[src/rtl/dmem_arbiter_pkg.sv]
// Shared types for the DMEM arbiter.
//   arb_state_e : owner of DMEM in the previous cycle (FSM state)
//   owner_e     : winner of the current cycle; the ControlUnit stall logic
//                 uses the same constants
package dmem_arbiter_pkg;

  typedef enum logic [1:0] {
    IDLE     = 2'd0,
    CPU      = 2'd1,
    DMA      = 2'd2,
    DMA_LOCK = 2'd3
  } arb_state_e;

  typedef enum logic [1:0] {
    OWN_NONE = 2'd0,
    OWN_CPU  = 2'd1,
    OWN_DMA  = 2'd2
  } owner_e;

endpackage

[src/rtl/dmem_arb_fsm.sv]
// Ownership FSM for the DMEM arbiter.
//   clk, rst_n          : clock, asynchronous active-low reset
//   cpu_req, dma_req    : current-cycle requests
//   dma_lock            : DMA asks to keep ownership across contention
//   owner               : combinational winner for this cycle (OWN_NONE in reset)
// Contention alternates with the previous owner. A locked DMA keeps the bus
// for up to BURST_MAX contended beats before the CPU gets one.
module dmem_arb_fsm
  import dmem_arbiter_pkg::*;
#(
  parameter int BURST_MAX = 4
) (
  input  logic   clk,
  input  logic   rst_n,
  input  logic   cpu_req,
  input  logic   dma_req,
  input  logic   dma_lock,
  output owner_e owner
);

  localparam int BW = $clog2(BURST_MAX + 1);

  arb_state_e    state_q, state_d;
  logic [BW-1:0] burst_cnt_q, burst_cnt_d;
  logic          dma_pref;

  // On contention DMA wins only right after a CPU beat, or while a locked
  // burst is still within its budget.
  always_comb begin
    dma_pref = (state_q == CPU) ||
               (state_q == DMA_LOCK && dma_lock && burst_cnt_q < BW'(BURST_MAX));
    owner = OWN_NONE;
    if (!rst_n)                  owner = OWN_NONE;  // grants dead while in reset
    else if (cpu_req && dma_req) owner = dma_pref ? OWN_DMA : OWN_CPU;
    else if (cpu_req)            owner = OWN_CPU;
    else if (dma_req)            owner = OWN_DMA;
  end

  always_comb begin
    state_d     = IDLE;
    burst_cnt_d = '0;
    case (owner)
      OWN_CPU: begin
        state_d     = CPU;
        burst_cnt_d = '0;
      end
      OWN_DMA: begin
        state_d     = dma_lock ? DMA_LOCK : DMA;
        burst_cnt_d = burst_cnt_q;
        // only beats that actually held off the CPU consume the budget
        if (dma_lock && cpu_req && burst_cnt_q < BW'(BURST_MAX))
          burst_cnt_d = burst_cnt_q + 1'b1;
      end
      default: begin
        state_d     = IDLE;
        burst_cnt_d = '0;
      end
    endcase
  end

  always_ff @(posedge clk or negedge rst_n) begin
    if (!rst_n) begin
      state_q     <= IDLE;
      burst_cnt_q <= '0;
    end else begin
      state_q     <= state_d;
      burst_cnt_q <= burst_cnt_d;
    end
  end

endmodule

[src/rtl/dmem_arbiter.sv]
// Single-port DMEM arbiter between the CPU datapath and a DMA/loader.
//   Clock, Reset_n                        : clock, async active-low reset
//   cpu_req/we/addr/wdata, cpu_rdata      : CPU side (ALU_Out, ReadData2, MemRW)
//   cpu_stall                             : CPU requested but was denied
//   dma_req/lock/we/addr/wdata, dma_rdata : DMA side
//   dma_gnt                               : DMA owns DMEM this cycle
//   mem_addr/wdata/we, mem_rdata          : to/from DMEM (comb read, clocked write)
//   stall_cnt                             : saturating count of stall cycles
// The grant is combinational so a winning CPU sees no extra latency.
module dmem_arbiter
  import dmem_arbiter_pkg::*;
#(
  parameter int ADDR_W    = 32,
  parameter int DATA_W    = 32,
  parameter int BURST_MAX = 4,
  parameter int CNT_W     = 16
) (
  input  logic              Clock,
  input  logic              Reset_n,
  input  logic              cpu_req,
  input  logic              cpu_we,
  input  logic [ADDR_W-1:0] cpu_addr,
  input  logic [DATA_W-1:0] cpu_wdata,
  output logic [DATA_W-1:0] cpu_rdata,
  output logic              cpu_stall,
  input  logic              dma_req,
  input  logic              dma_lock,
  input  logic              dma_we,
  input  logic [ADDR_W-1:0] dma_addr,
  input  logic [DATA_W-1:0] dma_wdata,
  output logic [DATA_W-1:0] dma_rdata,
  output logic              dma_gnt,
  output logic [ADDR_W-1:0] mem_addr,
  output logic [DATA_W-1:0] mem_wdata,
  output logic              mem_we,
  input  logic [DATA_W-1:0] mem_rdata,
  output logic [CNT_W-1:0]  stall_cnt
);

  owner_e           owner;
  logic [CNT_W-1:0] stall_cnt_q, stall_cnt_d;

  dmem_arb_fsm #(.BURST_MAX(BURST_MAX)) u_fsm (
    .clk      (Clock),
    .rst_n    (Reset_n),
    .cpu_req  (cpu_req),
    .dma_req  (dma_req),
    .dma_lock (dma_lock),
    .owner    (owner)
  );

  // Owner is OWN_NONE in reset, so every output below falls to zero there.
  always_comb begin
    mem_addr  = '0;
    mem_wdata = '0;
    mem_we    = 1'b0;
    cpu_rdata = '0;
    dma_rdata = '0;
    case (owner)
      OWN_CPU: begin
        mem_addr  = cpu_addr;
        mem_wdata = cpu_wdata;
        mem_we    = cpu_we & cpu_req;
        cpu_rdata = mem_rdata;
      end
      OWN_DMA: begin
        mem_addr  = dma_addr;
        mem_wdata = dma_wdata;
        mem_we    = dma_we & dma_req;
        dma_rdata = mem_rdata;
      end
      default: ;
    endcase
  end

  assign dma_gnt   = (owner == OWN_DMA);
  assign cpu_stall = cpu_req & Reset_n & (owner != OWN_CPU);

  always_comb begin
    stall_cnt_d = stall_cnt_q;
    if (cpu_stall && stall_cnt_q != '1) stall_cnt_d = stall_cnt_q + 1'b1;
  end

  always_ff @(posedge Clock or negedge Reset_n) begin
    if (!Reset_n) stall_cnt_q <= '0;
    else          stall_cnt_q <= stall_cnt_d;
  end

  assign stall_cnt = stall_cnt_q;

endmodule

[config.mk]
export PLATFORM = sky130hd
export DESIGN_NAME = dmem_arbiter
export DESIGN_NICKNAME = d
export VERILOG_FILES = /design/src/rtl/dmem_arbiter_pkg.sv /design/src/rtl/dmem_arb_fsm.sv /design/src/rtl/dmem_arbiter.sv
export SDC_FILE = /design/constraint.sdc
export NUM_CORES = 1
export LEC_CHECK = 0
export CAP_MARGIN = 10
export CORE_AREA = 2 2 123 125
export CTS_CLUSTER_SIZE = 28
export DETAILED_ROUTE_END_ITERATION = 8
export DIE_AREA = 0 0 125 127
export REMOVE_ABC_BUFFERS = 1
export SLEW_MARGIN = 20
export SYNTH_ARGS = -nofsm -noshare
export SYNTH_HDL_FRONTEND = slang
export SYNTH_SLANG_ARGS = --single-unit
[constraint.sdc]
create_clock -name Clock -period 3.51 [get_ports Clock]
set_input_delay 0.5265 -clock Clock [delete_from_list [all_inputs] [get_ports Clock]]
set_output_delay 0.5265 -clock Clock [all_outputs]
set_load 0.005 [all_outputs]
Yosys cells after proc, flatten, opt, wreduce, memory -nomap -nowiden

Index checks and enable logic that the tools add are counted.

Bitwise logic cells: 4
$add $sub $neg: 2
Reductions and logical operators: 7
Order comparisons: 1
Equal/unequal tests: 7
Multiplexer cells: 14

Operators by type and width:

| operator                                            | number |
|---|---|
| one-hot mux 32 bit (2 select lines)                 | 2 |
| 2-to-1 mux 32 bit                                   | 2 |
| adder 16 x 1 -> 16 bit, second input constant       | 1 |
| != test 16 bit, second input constant               | 1 |
| 2-to-1 mux 2 bit                                    | 5 |
| logical AND 1 bit                                   | 6 |
| 2-to-1 mux 3 bit                                    | 2 |
| AND 1 bit                                           | 4 |
| equality test 2 x 1 -> 1 bit, second input constant | 2 |
| equality test 2 bit, second input constant          | 2 |
| != test 2 x 1 -> 1 bit, second input constant       | 2 |
| one-hot mux 2 bit (2 select lines)                  | 1 |
| adder 3 x 1 -> 3 bit, second input constant         | 1 |
| less-than comparator 3 bit, second input constant   | 1 |
| one-hot mux 1 bit (2 select lines)                  | 1 |
| logical OR 1 bit                                    | 1 |
| 2-to-1 mux 1 bit                                    | 1 |

Output and inout bits: 147
Logic and storage cells: 38
Bits of input ports: 167
Bits in registers: 21

Depth between registers and ports, before layout

Gate-level depths: netlist (run 1).

Depth after elaboration: 10
Mapped depth: 11
Gate-level depth less buffers: 9

Hierarchy

From an unflattened synthesis (run 1), not the netlist that was laid out.

Cells, all modules: 329
Area, all modules: 2,386.0 um^2

By module, submodules not included:

| module       | instances | cells each | sequential area each (um^2) | area each (um^2) |
|---|---|---|---|---|
| dmem_arbiter | 1         | 301        | 400.4                       | 2,102.0 |
| dmem_arb_fsm | 1         | 28         | 125.1                       | 284.0 |

Worst setup path after synthesis (run 1)

OpenSTA, ideal clock, no wires.

Kind: input-to-output
Start point: input dma_lock
End point: output mem_addr[23]
Cell stages on the path: 9
Data required time: 2.984 ns
Path slack: 0.940 ns
Path buffers: 2
Data arrival time: 2.044 ns
Cells stage by stage: nand2b_1 a21boi_0 nand2b_1 and3_1 ha_1 clkbuf_1 buf_1 a22oi_1 nor2_1

Cells in the longest elaborated chain, start to end: 8
Elaborated cells on any way between the ends: 9
Classes of those cells: eq/ne (2); mux (4); reduce/logical (3)

Ends and longest elaborated chain:

| element                             | line               | RTL |
|---|---|---|
| from (decl)                         | dmem_arbiter.sv:27 | `input logic dma_lock,` |
| logical AND 1 bit (2 in a row)      | dmem_arb_fsm.sv:31 | `(state_q == DMA_LOCK && dma_lock && burst_cnt_q < BW'(BURST_MAX));` |
| logical OR 1 bit                    | dmem_arb_fsm.sv:30 | `dma_pref = (state_q == CPU) \|\|` |
| 2-to-1 mux 2 bit (2 in a row)       | dmem_arb_fsm.sv:34 | `else if (cpu_req && dma_req) owner = dma_pref ? OWN_DMA : OWN_CPU;` |
| 2-to-1 mux 2 bit                    | dmem_arb_fsm.sv:33 | `if (!rst_n) owner = OWN_NONE;` |
| equality test 2 bit                 | --                 |  |
| via dma_gnt                         | dmem_arbiter.sv:32 | `output logic dma_gnt,` |
| one-hot mux 32 bit (2 select lines) | dmem_arbiter.sv:59 | `case (owner)` |
| to (decl)                           | dmem_arbiter.sv:33 | `output logic [ADDR_W-1:0] mem_addr,` |

The timed path passes the listed nets, and every way through them passes these cells.

Worst setup path after layout (run 1)

Start point: input dma_lock
End point: output mem_addr[1]

Cells in the longest elaborated chain, start to end: 8
Elaborated cells on any way between the ends: 9
Classes of those cells: eq/ne (2); mux (4); reduce/logical (3)

Ends and longest elaborated chain:

| element                                                                    | line |
|---|---|
| logical AND 1 bit (*) (2 in a row)                                         | dmem_arb_fsm.sv:31 |
| logical OR 1 bit (*)                                                       | dmem_arb_fsm.sv:30 |
| 2-to-1 mux 2 bit (*) (2 in a row)                                          | dmem_arb_fsm.sv:34 |
| 2-to-1 mux 2 bit (*)                                                       | dmem_arb_fsm.sv:33 |
| equality test 2 bit / equality test 2 x 1 -> 1 bit (equally long branches) | dmem_arbiter.sv:59 |
| one-hot mux 32 bit (2 select lines) (*)                                    | dmem_arbiter.sv:59 |

Mark *: on every way between the ends. The rest lies on a longest branch, timed or not.

==> out/metrics.csv, run 1 <==
metric,value,unit
fin_crit_sh,0.975,
grt_usage,0.166,
setup-tns-final,0,ns
wl_met1,6340,um
relSlewSlack,0.538,
antenna_left,0,
fp.dieW,125,um
ir_worst_vdd,0.358,mV
total_leakage_power,2.22,nW
maxCapViolCount,0,
final_cell_mix,"312 x clkdlybuf4s50_1, 69 x nor2_1, 64 x and2_1, 61 x a22oi_1, 21 x dfrtp_1",
layout_commonest_cell,clkdlybuf4s50_1,
synth_seq_area_share,0.223,
switching_share,0.307,
ctsRootBufferMaster,clkbuf_16,
fin_nets,798,
rows,44,
synth.yosys.warnings,0,
synthesis.area,2350,um^2
core_area,14400,um^2
viasPerCell,4.48,
grt_max_degree,67,
ios,314,
p_per_area,206,nW/um^2
fillCellCount,1441,
finalPower,0.00123,W
cts_max_path_buffers,2,
outcome,finished clean,
hold_viol,0,
place.gp.congestion,0.892,
dr.first_iter.drc_count,156,
syn_area_per_cell,7.22,um^2
numCtsBuffers,3,
grt_pass1_wl,21200,um
ys_types,32,
cts_sinks,21,
antenna_found_initial,4,
remaining_drc_errors,0,
fin_crit,3.42,ns
skew,0.00567,ns
h-tree-depth,1,
dp.final_hpwl,11800,um
die-area,15900,um^2
grt_pass1_vias,3521,
cts.clk_slew.worst_paths,0.06,ns
detail_route.wl_per_cell,18.2,um
arrival,2.90,ns
critPathSlowestCell,clkdlybuf4s50_1,
drive_above_1_share,0.0512,
fp.dieH,127,um
ys.flop_type,dfrtp_1,
yosys_register_bits,21,
path_cells,clkdlybuf4s50_1 > nand2b_1 > a21boi_2 > nand2b_1 > and3_2 > ha_4 > buf_4 > clkbuf_16 > a22oi_1 > nor2_1 > clkdlybuf4s50_1,
start_kind,input port,
setup-violations-final,0,
synth-edff-count,0,
endpoint_kind,output pin,
clk_latency,0.25,ns
netSwitchingPower,0.000376,W
dr_wl_met2,7090,um
fmax,292,MHz
grt_overflow,0,
max_slew.worst_pin.slew,0.687,ns
worstSetupPathType,in2out,
p_comb_frac,0.519,
wl_met3,1130,um
syn_to_final_growth,153,%
start_util,0.163,
wirelength,14800,um
max_stage_delay,0.53,ns
firstDrtPassIters,5,
required,2.98,ns
internal_power,0.000849,W
min_path_type,in2async,
drv_slew,0,
num_vias,3631,
top_layer,met5,
async_flop_share,1.00,
io_buffers,313,
worst-path-max-fanout,16,
clkPwrFrac,0.200,
power_frac_seq,0.281,
postSynthCellCount,326,
tritoncts,done,
==> power by group through the flow <==
stage	Sequential (W)	Combinational, W	Clock, W
after floorplan	0.000338	0.000169	0
after global placement	0.000345	0.000612	0
after detailed placement	0.000346	0.000619	0
after CTS	0.000344	0.000629	0.000250
after global routing	0.000351	0.000686	0.000258
final	0.000344	0.000636	0.000245
==> synth_stat cells, drive strengths merged, types with 2 or more instances <==
cell,n,area (um^2)
nor2,69,259
a22oi,64,480
and2,64,400
clkbuf,25,93.8
dfrtp,21,526
xor2,13,114
nand2,10,37.5
nor4,8,71.3
nand3,7,35.0
buf,5,26.3
ha,5,62.6
nand4,5,46.3
nor3,4,20.0
o21ai,4,20.0
a21oi,3,15.0
inv,3,11.3
mux2i,2,20.0
nand2b,2,12.5
nor2b,2,12.5
or2,2,12.5
==> flip-flops by register name (all words and copies together), names as in the netlist <==
register / count
stall_cnt: 16
u_fsm.burst_cnt_q: 3
u_fsm.state_q: 2
==> critical path, delay by kind of cell <==
| kind | cells | cell delay [ns] |
|---|---|---|
| AOI/OAI and AO/OA | 2 | 0.27 |
| and+or+nand+nor | 4 | 0.55 |
| adders and majority gates | 1 | 0.21 |
| buffers and inverters | 4 | 1.33 |
==> final timing paths <==
kind                                                        from                               end  slack [ns]  depth (start not counted)
worst max-delay path                                    dma_lock                       mem_addr[1]        0.09                         11
worst min-delay path                                     Reset_n        u_fsm.state_q[1]$_DFF_PN0_        0.48                          1
max in group asynchronous                                Reset_n  u_fsm.burst_cnt_q[1]$_DFFE_PN0P_        2.49                          2
min in group Clock                     stall_cnt[15]$_DFFE_PN0P_         stall_cnt[15]$_DFFE_PN0P_        0.50                          1
worst min register to register         stall_cnt[15]$_DFFE_PN0P_         stall_cnt[15]$_DFFE_PN0P_        0.50                          1
worst max register to register  u_fsm.burst_cnt_q[2]$_DFFE_PN0P_         stall_cnt[15]$_DFFE_PN0P_        1.00                          9
==> area by class of cell <==
cell class                      instances  area [um^2]  share of cell area
Multi-Input combinational cell        272         1740               0.294
Timing Repair Buffer                  325         3340               0.563
Clock buffer                            3         75.1              0.0126
Sequential cell                        21          526              0.0885
Tap cell                              184          230              0.0388
Clock inverter                          1         7.51             0.00126
Antenna cell                            1         2.50            0.000421
Inverter                                3         11.3             0.00190
==> cell families (layout without fill, tap and decap cells) <==
family,after synthesis,after routing,synth area share
AND/OR/NAND/NOR,178,178,0.407
AO/OA/AOI/OAI,73,73,0.225
buffers and inverters,33,332,0.0558
flip-flops,21,21,0.223
XOR/XNOR,13,13,0.0484
adder cells (fa/ha/maj),5,5,0.0266
multiplexers,3,3,0.0133
other,0,1,0
==> metrics by stage <==
step	std cells	setup WS (ns)	utilization	hold slack (ns)	area, um^2
after detailed placement	801	-0.0768	0.397	0.493	5720
after global routing	810	-0.00546	0.412	0.484	5940
after floorplan	296	0.0879	-	0.231	2230
after CTS	806	0.0128	0.405	0.482	5850
after global placement	801	-0.122	0.397	0.486	5720
final	810	0.0883	0.412	0.482	5940
==> metal layers <==
layer  track usage  vias up
met4        0.0203        6
met5             0        -
met2         0.284      172
met1         0.221     1697
met3        0.0364       14
li1              -     1742
==> timing repair <==
action                     CTS  global route
pin swaps                    0             2
hold buffers                 0             0
gates cloned                 1             2
gates resized for setup      1            10
setup buffers                0             1
setup endpoints to repair   14            52
(Power assumes the default switching activity.)
==> run 2, diff against run 1 <==
Settings changed: RECOVER_POWER set to 50.
==> run 2 against run 1 <==
Via count increased by 0.11%. Setup slack got worse by 0.0013 ns. Count of clock-buffer cells in the layout unchanged. Clock power about the same. Clock skew about the same. Sequential share of layout area unchanged. Power decreased by 1.3%. Wire length about the same. Hold slack about the same. Global-route usage unchanged. Non-clock buffer count unchanged. Cell count unchanged. Critical path type unchanged. Highest routed layer unchanged.
==> out/metrics.csv, run 2 (synthesis results as in run 1) <==
metric,value,unit,change
setup-tns-final,0,ns,unchanged
grt_overflow,0,,unchanged
grt_usage,0.166,,unchanged
io_buffers,313,,unchanged
fin_crit_sh,0.975,,about the same
start_kind,input port,,
fin_crit,3.42,ns,+0.00127 ns
fmax,292,MHz,about the same
p_per_area,204,nW/um^2,-1.3%
hold_viol,0,,unchanged
ctsRootBufferMaster,clkbuf_16,,
antenna_found_initial,4,,unchanged
grt_max_degree,67,,unchanged
netSwitchingPower,0.000374,W,-0.51%
num_vias,3635,,+0.11%
setup-violations-final,0,,unchanged
ios,314,,unchanged
switching_share,0.310,,+0.00256
dr.first_iter.drc_count,156,,unchanged
required,2.98,ns,about the same
placed_area,5720,um^2,unchanged
remaining_drc_errors,0,,unchanged
layout_commonest_cell,clkdlybuf4s50_1,,
core_area,14400,um^2,unchanged
detail_route.wl_per_cell,18.2,um,about the same
tritoncts,done,,
hold_buffers,0,,unchanged
dp.final_hpwl,11800,um,unchanged
ir_worst_vdd,0.348,mV,-2.8%
finalNonFillerCells,810,,unchanged
power_frac_seq,0.283,,+0.002
h-tree-depth,1,,unchanged
min_path_type,in2async,,
drv_slew,0,,unchanged
fin_nets,798,,unchanged
clkPwrFrac,0.202,,+0.002
worstSetupPathType,in2out,,
clk_latency,0.25,ns,about the same
max_slew.worst_pin.slew,0.706,ns,+0.0192 ns
start_util,0.163,,unchanged
arrival,2.90,ns,about the same
rows,44,,unchanged
outcome,finished clean,,
cts_max_path_buffers,2,,unchanged
drive_above_1_share,0.0512,,unchanged
largest_reg_flops,16,,unchanged
p_comb_frac,0.514,,-0.005
firstDrtPassIters,5,,unchanged
final_cell_mix,"296 x clkdlybuf4s50_1, 69 x nor2_1, 64 x and2_1, 61 x a22oi_1, 21 x dfrtp_1",,
fp.dieW,125,um,unchanged
dp_cells,801,,unchanged
cts_sinks,21,,unchanged
skew,0.00555,ns,-0.000116 ns
worst-path-max-fanout,16,,unchanged
reg2reg_to,stall_cnt[15]$_DFFE_PN0P_,,
syn_to_final_growth,153,%,unchanged
fin_util,0.412,,unchanged
total_leakage_power,2.25,nW,+1.3%
rrSetupSlack,1.00,ns,about the same
numCtsBuffers,3,,unchanged
fin_area,5940,um^2,unchanged
wirelength,14800,um,about the same
crit_start,dma_lock,,
viasPerCell,4.49,,+0.11%
endpoint_kind,output pin,,
cts.clk_slew.worst_paths,0.06,ns,about the same
antenna_left,0,,unchanged
reg2reg_depth,9,,unchanged
fp.dieH,127,um,unchanged
grt_pass1_wl,21200,um,unchanged
place.gp.congestion,0.892,,unchanged
r2r_start,u_fsm.burst_cnt_q[2]$_DFFE_PN0P_,,
die-area,15900,um^2,unchanged
fillCellCount,1441,,unchanged
relSlewSlack,0.525,,-0.0129
grt_pass1_vias,3521,,unchanged
internal_power,0.000835,W,-1.7%
maxCapViolCount,0,,unchanged
[run 2: cell types whose count changed in the layout (fill, tap and decap cells not counted), sizes merged]
cell | before | now
clkdlybuf4s50 | 312 | 296
dlygate4sd3 | 0 | 16
[run 2: per-stage QoR]
stage | hold slack (ns) | setup WS [ns] | power [W]
finish | 0.482 | 0.0871 | 0.00121
global route | 0.484 | -0.00546 | 0.00128
CTS | 0.482 | 0.0128 | 0.00122
detailed placement | 0.493 | -0.0768 | 0.000965
global placement | 0.486 | -0.122 | 0.000957
floorplan | 0.231 | 0.0879 | 0.000507
[run 2: power by group through the flow]
| stage | clock, W | combinational, W | sequential (W) |
|---|---|---|---|
| finish | 0.000245 | 0.000622 | 0.000343 |
| global route | 0.000258 | 0.000671 | 0.000349 |
| CTS | 0.000250 | 0.000629 | 0.000344 |
| detailed placement | 0 | 0.000619 | 0.000346 |
| global placement | 0 | 0.000612 | 0.000345 |
| floorplan | 0 | 0.000169 | 0.000338 |
[run 2: critical path: stages]
cell and delay, ns:
clkdlybuf4s50_1 0.49, nand2b_1 0.08, a21boi_2 0.18, nand2b_1 0.14, and3_2 0.23, ha_4 0.21, buf_4 0.14, clkbuf_16 0.17
a22oi_1 0.09, nor2_1 0.10, clkdlybuf4s50_1 0.53
[run 2: what timing repair did]
item                       CTS  global route
pin swaps                    0             2
gates resized for setup      1            10
cloned                       1             2
setup buffers                0             1
setup endpoints to repair   14            52
[run 2: how the worst max path moves through the flow]
stage,end,slack [ns],cells after the start
global route,mem_addr[1],-0.005,11
global placement,mem_wdata[2],-0.12,10
finish,mem_addr[1],0.09,11
detailed placement,mem_wdata[2],-0.08,10
CTS,mem_wdata[6],0.01,10
floorplan,cpu_stall,0.09,7
[run 2: final cells by class]
type                       count  area, um^2  area share
timing repair buffer         325        3340       0.563
inverter                       3        11.3     0.00190
sequential                    21         526      0.0885
multi-input combinational    272        1740       0.294
clock inverter                 1        7.51     0.00126
clock buffer                   3        75.1      0.0126
antenna                        1        2.50    0.000421
tap                          184         230      0.0388
[run 2: per-layer routing]
layer,vias to the layer above,track usage,share of wire
li1,1741,-,-
met1,1709,0.221,0.43
met2,165,0.284,0.48
met3,14,0.0364,0.076
met4,6,0.0203,0.011
met5,-,0,0.0024
